===== src/rtl/matmul_pkg.sv =====
// Shared constants and helpers for the matrix-multiply sequencing controller.
// State codes are plain 3-bit constants so legacy blocks can match on them directly.
package matmul_pkg;

  localparam int DEF_DATA_WIDTH = 8;
  localparam int DEF_M          = 8;
  localparam int DEF_N          = 8;

  localparam logic [2:0] ST_IDLE   = 3'd0;
  localparam logic [2:0] ST_LOAD_A = 3'd1;
  localparam logic [2:0] ST_LOAD_B = 3'd2;
  localparam logic [2:0] ST_MAC    = 3'd3;
  localparam logic [2:0] ST_DRAIN  = 3'd4;
  localparam logic [2:0] ST_WRITE  = 3'd5;
  localparam logic [2:0] ST_READ_C = 3'd6;
  localparam logic [2:0] ST_FLUSH  = 3'd7;

  function automatic int clog2(input int value);
    int r;
    r = 0;
    for (int p = 0; p < 31; p++) begin
      if ((32'sd1 << p) < value) begin
        r = p + 1;
      end else begin
        r = r;
      end
    end
    return r;
  endfunction

  // Counter width able to hold the given limit value itself.
  function automatic int cnt_w(input int limit);
    return clog2(limit) + 1;
  endfunction

endpackage


===== src/rtl/matmul_ctrl_if.sv =====
// Control bus between the matmul sequencer and its datapath / load source.
// master = sequencer side, slave = datapath and stimulus side.
interface matmul_ctrl_if #(
  parameter int ADDR_W = 16
);
  logic              start;
  logic              in_valid;
  logic              in_ready;
  logic              m1EN, m1rEN, m1wEN;
  logic              m2EN, m2rEN, m2wEN;
  logic              m3EN, m3rEN, m3wEN;
  logic [ADDR_W-1:0] addr1, addr2, addr3;
  logic              mult_ld;
  logic              mult_rst;
  logic [1:0]        shift_cnt;
  logic              out_valid;
  logic              busy;
  logic              done;

  modport master (
    input  start, in_valid,
    output in_ready, m1EN, m1rEN, m1wEN, m2EN, m2rEN, m2wEN, m3EN, m3rEN, m3wEN,
           addr1, addr2, addr3, mult_ld, mult_rst, shift_cnt, out_valid, busy, done
  );

  modport slave (
    output start, in_valid,
    input  in_ready, m1EN, m1rEN, m1wEN, m2EN, m2rEN, m2wEN, m3EN, m3rEN, m3wEN,
           addr1, addr2, addr3, mult_ld, mult_rst, shift_cnt, out_valid, busy, done
  );
endinterface


===== src/rtl/matmul_ctrl_idx_counter.sv =====
// Wrap counter: clears on clr_i, steps on inc_i, and returns to zero after max_i.
// wrap_o flags the stepping cycle that leaves max_i.
module idx_counter #(
  parameter int W = 4
) (
  input  logic         clk,
  input  logic         rst,
  input  logic         clr_i,
  input  logic         inc_i,
  input  logic [W-1:0] max_i,
  output logic [W-1:0] cnt_o,
  output logic         wrap_o
);
  logic [W-1:0] cnt_q, cnt_d;

  // Next count and wrap detection
  always_comb begin
    wrap_o = inc_i && (cnt_q == max_i);
    if (clr_i) begin
      cnt_d = '0;
    end else if (wrap_o) begin
      cnt_d = '0;
    end else if (inc_i) begin
      cnt_d = cnt_q + W'(1);
    end else begin
      cnt_d = cnt_q;
    end
  end

  // Count register
  always_ff @(posedge clk or posedge rst) begin
    if (rst) begin
      cnt_q <= '0;
    end else begin
      cnt_q <= cnt_d;
    end
  end

  assign cnt_o = cnt_q;
endmodule


===== src/rtl/matmul_ctrl.sv =====
// Sequencer for C = A x B: streams A then B into memory, runs the MAC schedule,
// writes each C element, then streams C back out of the result memory.
module matmul_ctrl
  import matmul_pkg::*;
#(
  parameter int DATA_WIDTH = DEF_DATA_WIDTH,
  parameter int M          = DEF_M,
  parameter int N          = DEF_N,
  parameter int ADDR_W     = M + N
) (
  input logic           clk,
  input logic           rst,
  matmul_ctrl_if.master bus
);
  localparam int IJ_W    = cnt_w(M);
  localparam int K_W     = cnt_w(N);
  localparam int LIN_MAX = (M * N > M * M) ? M * N : M * M;
  localparam int LIN_W   = cnt_w(LIN_MAX);
  // The element width only matters to a shifting datapath; this schedule never shifts.
  localparam logic [1:0] SHIFT_NONE = (DATA_WIDTH > 0) ? 2'b00 : 2'b00;

  logic [2:0]       state_q, state_d;
  logic             mac_rd_q, rd_c_q, done_q;
  logic [LIN_W-1:0] lin_cnt, lin_max;
  logic [K_W-1:0]   k_cnt;
  logic [IJ_W-1:0]  i_cnt, j_cnt;
  logic             lin_wrap, k_wrap, j_wrap, i_wrap;
  logic             load_s, xfer_s, cnt_clr_s;
  logic             lin_inc_s, k_inc_s, j_inc_s, i_inc_s;

  assign load_s    = (state_q == ST_LOAD_A) || (state_q == ST_LOAD_B);
  assign xfer_s    = load_s && bus.in_valid;
  assign cnt_clr_s = (state_q == ST_IDLE);
  assign lin_inc_s = xfer_s || (state_q == ST_READ_C);
  assign k_inc_s   = (state_q == ST_MAC);
  assign j_inc_s   = (state_q == ST_WRITE);
  assign i_inc_s   = (state_q == ST_WRITE) && j_wrap;
  assign lin_max   = (state_q == ST_READ_C) ? LIN_W'(M * M - 1) : LIN_W'(M * N - 1);

  idx_counter #(.W(LIN_W)) u_lin (.clk(clk), .rst(rst), .clr_i(cnt_clr_s), .inc_i(lin_inc_s),
                                  .max_i(lin_max), .cnt_o(lin_cnt), .wrap_o(lin_wrap));
  idx_counter #(.W(K_W)) u_k (.clk(clk), .rst(rst), .clr_i(cnt_clr_s), .inc_i(k_inc_s),
                              .max_i(K_W'(N - 1)), .cnt_o(k_cnt), .wrap_o(k_wrap));
  idx_counter #(.W(IJ_W)) u_j (.clk(clk), .rst(rst), .clr_i(cnt_clr_s), .inc_i(j_inc_s),
                               .max_i(IJ_W'(M - 1)), .cnt_o(j_cnt), .wrap_o(j_wrap));
  idx_counter #(.W(IJ_W)) u_i (.clk(clk), .rst(rst), .clr_i(cnt_clr_s), .inc_i(i_inc_s),
                               .max_i(IJ_W'(M - 1)), .cnt_o(i_cnt), .wrap_o(i_wrap));

  // Next state and per-state memory strobes
  always_comb begin
    state_d      = state_q;
    bus.in_ready = 1'b0;
    bus.m1EN     = 1'b0;
    bus.m1rEN    = 1'b0;
    bus.m1wEN    = 1'b0;
    bus.m2EN     = 1'b0;
    bus.m2rEN    = 1'b0;
    bus.m2wEN    = 1'b0;
    bus.m3EN     = 1'b0;
    bus.m3rEN    = 1'b0;
    bus.m3wEN    = 1'b0;
    bus.addr1    = '0;
    bus.addr2    = '0;
    bus.addr3    = '0;
    bus.mult_rst = 1'b0;
    case (state_q)
      ST_IDLE: begin
        if (bus.start) state_d = ST_LOAD_A;
        else           state_d = ST_IDLE;
      end
      ST_LOAD_A: begin
        bus.in_ready = 1'b1;
        bus.m1EN     = xfer_s;
        bus.m1wEN    = xfer_s;
        bus.addr1    = ADDR_W'(lin_cnt);
        if (lin_wrap) state_d = ST_LOAD_B;
        else          state_d = ST_LOAD_A;
      end
      ST_LOAD_B: begin
        bus.in_ready = 1'b1;
        bus.m2EN     = xfer_s;
        bus.m2wEN    = xfer_s;
        bus.addr2    = ADDR_W'(lin_cnt);
        if (lin_wrap) state_d = ST_MAC;
        else          state_d = ST_LOAD_B;
      end
      ST_MAC: begin
        bus.m1EN     = 1'b1;
        bus.m1rEN    = 1'b1;
        bus.m2EN     = 1'b1;
        bus.m2rEN    = 1'b1;
        bus.addr1    = ADDR_W'(i_cnt) * ADDR_W'(N) + ADDR_W'(k_cnt);
        bus.addr2    = ADDR_W'(k_cnt) * ADDR_W'(M) + ADDR_W'(j_cnt);
        bus.mult_rst = (k_cnt == '0);
        if (k_wrap) state_d = ST_DRAIN;
        else        state_d = ST_MAC;
      end
      ST_DRAIN: state_d = ST_WRITE;
      ST_WRITE: begin
        bus.m3EN  = 1'b1;
        bus.m3wEN = 1'b1;
        bus.addr3 = ADDR_W'(i_cnt) * ADDR_W'(M) + ADDR_W'(j_cnt);
        if (i_wrap) state_d = ST_READ_C;
        else        state_d = ST_MAC;
      end
      ST_READ_C: begin
        bus.m3EN  = 1'b1;
        bus.m3rEN = 1'b1;
        bus.addr3 = ADDR_W'(lin_cnt);
        if (lin_wrap) state_d = ST_FLUSH;
        else          state_d = ST_READ_C;
      end
      ST_FLUSH: state_d = ST_IDLE;
      default:  state_d = ST_IDLE;
    endcase
  end

  // State plus the one-cycle-delayed read strobes that qualify datapath results
  always_ff @(posedge clk or posedge rst) begin
    if (rst) begin
      state_q  <= ST_IDLE;
      mac_rd_q <= 1'b0;
      rd_c_q   <= 1'b0;
      done_q   <= 1'b0;
    end else begin
      state_q  <= state_d;
      mac_rd_q <= (state_q == ST_MAC);
      rd_c_q   <= (state_q == ST_READ_C);
      done_q   <= (state_q == ST_READ_C) && lin_wrap;
    end
  end

  assign bus.mult_ld   = mac_rd_q;
  assign bus.out_valid = rd_c_q;
  assign bus.done      = done_q;
  assign bus.busy      = (state_q != ST_IDLE);
  assign bus.shift_cnt = SHIFT_NONE;
endmodule


===== src/flat_wrapper.sv =====
// flat-port wrapper written by rule: the top's interface ports become plain ports
module matmul_ctrl_flat import matmul_pkg::*;
#(
  parameter int DATA_WIDTH = DEF_DATA_WIDTH,
  parameter int M          = DEF_M,
  parameter int N          = DEF_N,
  parameter int ADDR_W     = M + N
)
  (clk, rst, bus_start, bus_in_valid, bus_in_ready, bus_m1EN, bus_m1rEN, bus_m1wEN, bus_m2EN, bus_m2rEN, bus_m2wEN, bus_m3EN, bus_m3rEN, bus_m3wEN, bus_addr1, bus_addr2, bus_addr3, bus_mult_ld, bus_mult_rst, bus_shift_cnt, bus_out_valid, bus_busy, bus_done);
  matmul_ctrl_if #(.ADDR_W(ADDR_W)) bus_i ();
  input logic clk;
  input logic rst;
  input wire logic [$bits(bus_i.start)-1:0] bus_start;
  input wire logic [$bits(bus_i.in_valid)-1:0] bus_in_valid;
  output wire logic [$bits(bus_i.in_ready)-1:0] bus_in_ready;
  output wire logic [$bits(bus_i.m1EN)-1:0] bus_m1EN;
  output wire logic [$bits(bus_i.m1rEN)-1:0] bus_m1rEN;
  output wire logic [$bits(bus_i.m1wEN)-1:0] bus_m1wEN;
  output wire logic [$bits(bus_i.m2EN)-1:0] bus_m2EN;
  output wire logic [$bits(bus_i.m2rEN)-1:0] bus_m2rEN;
  output wire logic [$bits(bus_i.m2wEN)-1:0] bus_m2wEN;
  output wire logic [$bits(bus_i.m3EN)-1:0] bus_m3EN;
  output wire logic [$bits(bus_i.m3rEN)-1:0] bus_m3rEN;
  output wire logic [$bits(bus_i.m3wEN)-1:0] bus_m3wEN;
  output wire logic [$bits(bus_i.addr1)-1:0] bus_addr1;
  output wire logic [$bits(bus_i.addr2)-1:0] bus_addr2;
  output wire logic [$bits(bus_i.addr3)-1:0] bus_addr3;
  output wire logic [$bits(bus_i.mult_ld)-1:0] bus_mult_ld;
  output wire logic [$bits(bus_i.mult_rst)-1:0] bus_mult_rst;
  output wire logic [$bits(bus_i.shift_cnt)-1:0] bus_shift_cnt;
  output wire logic [$bits(bus_i.out_valid)-1:0] bus_out_valid;
  output wire logic [$bits(bus_i.busy)-1:0] bus_busy;
  output wire logic [$bits(bus_i.done)-1:0] bus_done;
  assign bus_i.start = bus_start;
  assign bus_i.in_valid = bus_in_valid;
  assign bus_in_ready = bus_i.in_ready;
  assign bus_m1EN = bus_i.m1EN;
  assign bus_m1rEN = bus_i.m1rEN;
  assign bus_m1wEN = bus_i.m1wEN;
  assign bus_m2EN = bus_i.m2EN;
  assign bus_m2rEN = bus_i.m2rEN;
  assign bus_m2wEN = bus_i.m2wEN;
  assign bus_m3EN = bus_i.m3EN;
  assign bus_m3rEN = bus_i.m3rEN;
  assign bus_m3wEN = bus_i.m3wEN;
  assign bus_addr1 = bus_i.addr1;
  assign bus_addr2 = bus_i.addr2;
  assign bus_addr3 = bus_i.addr3;
  assign bus_mult_ld = bus_i.mult_ld;
  assign bus_mult_rst = bus_i.mult_rst;
  assign bus_shift_cnt = bus_i.shift_cnt;
  assign bus_out_valid = bus_i.out_valid;
  assign bus_busy = bus_i.busy;
  assign bus_done = bus_i.done;
  matmul_ctrl #(.DATA_WIDTH(DATA_WIDTH), .M(M), .N(N), .ADDR_W(ADDR_W)) u_core (.clk(clk), .rst(rst), .bus(bus_i));
endmodule

===== config.mk =====
export PLATFORM = sky130hd
export DESIGN_NAME = matmul_ctrl_flat
export DESIGN_NICKNAME = d
export VERILOG_FILES = /design/src/rtl/matmul_pkg.sv /design/src/rtl/matmul_ctrl_if.sv /design/src/rtl/matmul_ctrl_idx_counter.sv /design/src/rtl/matmul_ctrl.sv /design/src/flat_wrapper.sv
export SDC_FILE = /design/constraint.sdc
export NUM_CORES = 1
export LEC_CHECK = 0
export ABC_AREA = 0
export ABC_CLOCK_PERIOD_IN_PS = 1600
export BUFFER_PORTS_ARGS = -buffer_cell sky130_fd_sc_hd__buf_2
export CORE_AREA = 2 2 69 71
export CTS_BUF_LIST = sky130_fd_sc_hd__clkbuf_8
export DETAILED_ROUTE_END_ITERATION = 16
export DIE_AREA = 0 0 71 73
export PLACE_DENSITY = 0.76
export SYNTH_ARGS = -nofsm -noshare
export SYNTH_HDL_FRONTEND = slang
export SYNTH_SLANG_ARGS = --single-unit

===== constraint.sdc =====
create_clock -name clk -period 1.6 [get_ports clk]
set_clock_uncertainty 0.15 [all_clocks]
set_input_delay 0.08 -clock clk [delete_from_list [all_inputs] [get_ports clk]]
set_output_delay 0.08 -clock clk [all_outputs]
set_load 0.02 [all_outputs]

==> results.cfg <==
[power_and_ir_drop]
p_leak_nw = 1.75
irDropWorstVdd_mv = 0.404
powerDensity_nw_per_um2 = 311
design_power_total_w = 0.00118

[logic_synthesis]
yosysSeqAreaShare_pct = 31.3
yosys-top-cells-area = dfrtp_1, buf_4, ha_1
synthCells = 238
ys_ff_latch = 25
synth_cell_types = 46
synth_ff_type = dfrtp_1
yosys_warnings = 0
netlist_area_sq_um = 2000
synthArstFlopShare_pct = 100
synth_top_area_share_pct = 31.3
syn_avg_cell_area_sq_um = 8.39
synth_area_leader_cell = dfrtp_1
synth_edf_count = 0

[run_status]
outcome = finished with violations
violations = setup timing

[global_route]
grt_pass1_vias = 2324
overflow = 0
antenna_found_initial = 0
track_usage_pct = 29.6
grt_pass1_wl_microns = 11700
grt_max_degree = 26

[run]
cap_violations = 0

[final_layout]
insertedDiodeCount = 0
final_nets = 379
drive_above_1_share_pct = 62.3
syn_to_final_growth_pct = 90.7
fillCellCount = 207
postLayoutCoreUtil_pct = 83.9

[clock_network]
h-tree-depth = 1
clk_pin_slew_ns = 0.11
cts_max_path_buffers = 2
tritoncts = yes
cts_sinks = 25
clk-insertion-delay-late_ns = 0.30
numCtsBuffers = 3
cts-root-buf = clkbuf_8

[critical_path]
critPathMaxFanout = 7
worstPathArrival_ns = 1.75
cp_top_family = buffers and inverters
required_ns = 1.37
reg2reg_from = u_core.state_q[1]
cp_slowest_cell = dfrtp_2
startpoint_type = flop
critPathKind = flop to output port
path_cells = buf_6, buf_12, buf_8, mux2i_1, nor2_1, buf_4
cp-startpoint = u_core.state_q[0]
cp_num_buf_inv = 4
endpoint_kind = output port
crit_path_max_incr_delay_ns = 0.50

[die]
initial_core_util_pct = 44.0
die-area_sq_um = 5180
die_w_microns = 71
ios = 69
core_area_sq_um = 4540
num_rows = 25
die_h_microns = 73

[sta]
maxSlewViolCount = 0
setup_violations = 57
hold_viol = 0
post-route-period-util_pct = 124
fmaxAchievable_mhz = 506
period_needed_ns = 1.98
setup_tns_ns = -11.42
rsz0062_at_grt = true
setup_slack_ns = -0.376
holdWs_ns = 0.107

[route]
ant_nets = 0
dr_total_vias = 2532
finalWirelength_microns = 9970
drc = 0
routedWlPerCell_microns = 23.9
vias_per_cell = 6.07
initialDrtViolationCount = 219
dr.pass1.iters = 5

[placement]
gp_congestion = 0.916
port_buffers = 42
hpwlAfterDp_microns = 4280

[min_path]
holdCritPathClass = input port to flop
hp-start = bus_start
==> layout by cell type, fill, tap and decap left out, drive strengths merged, types with 3 or more instances in the layout <==
cell type  Yosys  routed
o21ai         12      12
mux2i         12      12
a22o           8       8
xnor2          3       3
xor2           4       4
a211oi         4       4
nand3         14      14
nand2         19      19
or3            4       4
nand3b         4       4
buf           34     134
nor2          28      28
dfrtp         25      25
clkbuf         5       3
conb           1      26
a21oi         11      11
inv            9       9
ha            11      11
==> metal layers <==
layer / share of wire (%) / GRT usage [%]
met2: 50 / 52.3
met1: 34 / 33.5
met5: 0 / 0
met3: 8.4 / 4.70
met4: 7.2 / 18.0
==> logic make-up after synthesis <==
kind of cell / count (synthesis) / share of synthesized area [%]
other cells: 1 / 0.188
xor+xnor: 7 / 3.07
mux: 12 / 6.02
fa+ha+maj: 11 / 6.89
compound gates: 49 / 17.1
flops: 25 / 31.3
buf+inv: 50 / 15.2
simple gates: 83 / 20.2
==> cells in the mapped netlist (all sizes together), types with 2 or more instances <==
| master | number |
|---|---|
| nand3b | 4 |
| and3b | 2 |
| inv | 9 |
| nor3 | 2 |
| o31ai | 2 |
| xnor2 | 3 |
| mux2i | 12 |
| ha | 11 |
| a22o | 8 |
| or3 | 4 |
| xor2 | 4 |
| o21ai | 12 |
| nand3 | 14 |
| nand2b | 2 |
| buf | 34 |
| and3 | 2 |
| a21oi | 11 |
| clkinv | 2 |
| a311oi | 2 |
| dfrtp | 25 |
| nor2 | 28 |
| a211oi | 4 |
| clkbuf | 5 |
| nand2 | 19 |
==> through the flow <==
step | setup slack, ns | instances | area (sq um)
5_1_grt | -0.377 | 417 | 3810
2_1_floorplan | -0.185 | 263 | 2180
4_1_cts | -0.240 | 402 | 3290
6_report | -0.376 | 417 | 3810
3_5_place_dp | -0.0707 | 372 | 2570
3_3_place_gp | -0.0573 | 372 | 2570
==> flip-flops by register name, indices dropped and copies added (netlist names) <==
register	flops
u_core.u_i.cnt_o	4
u_core.state_q	3
u_core.u_lin.cnt_o	7
u_core.u_k.cnt_o	4
u_core.bus.done	1
u_core.bus.out_valid	1
u_core.bus.mult_ld	1
u_core.u_j.cnt_o	4
==> report_power, final <==
part / switching [W] / internal, W
combinational: 0.0000855 / 0.0000123
sequential: 0.00000274 / 0.000634
clock: 0.000270 / 0.000179
total: 0.000359 / 0.000825
==> final timing paths <==
path | end | slack, ns | cells after the start
worst min register to register | u_core.u_lin.cnt_o[6] | 0.47 | 1
min in group asynchronous | u_core.bus.mult_ld | 0.28 | 4
worst max register to register | u_core.u_k.cnt_o[3] | -0.34 | 8
worst min-delay path | u_core.state_q[0] | 0.11 | 4
worst max-delay path | bus_addr2[4] | -0.38 | 6
max in group asynchronous | u_core.u_i.cnt_o[0] | 0.72 | 4
==> worst reg2reg max path: cells and delay by family (launching register included) <==
kind,cells,cell delay (ns)
buffers and inverters,4,0.56
flip-flops,1,0.48
AND/OR/NAND/NOR,2,0.32
AO/OA/AOI/OAI,2,0.30
==> layout make-up <==
| class | instances | area (sq um) | share of cell area, % |
|---|---|---|---|
| multi-input combinational | 188 | 1690 | 44.4 |
| timing repair buffer | 135 | 1310 | 34.5 |
| sequential | 25 | 633 | 16.6 |
| tap | 54 | 67.6 | 1.77 |
| inverter | 11 | 55.1 | 1.45 |
| clock buffer | 3 | 41.3 | 1.08 |
| clock inverter | 1 | 7.51 | 0.197 |
==> repair_timing <==
item                                   CTS  global route
resized for setup                      122           102
hold buffers                             1             0
pin swaps                               31            35
cloned                                   2             0
setup endpoints to repair               45            59
endpoints found under the hold margin   25             0
setup buffers                           26            19
No activity file was read; power rests on OpenSTA's default activity.
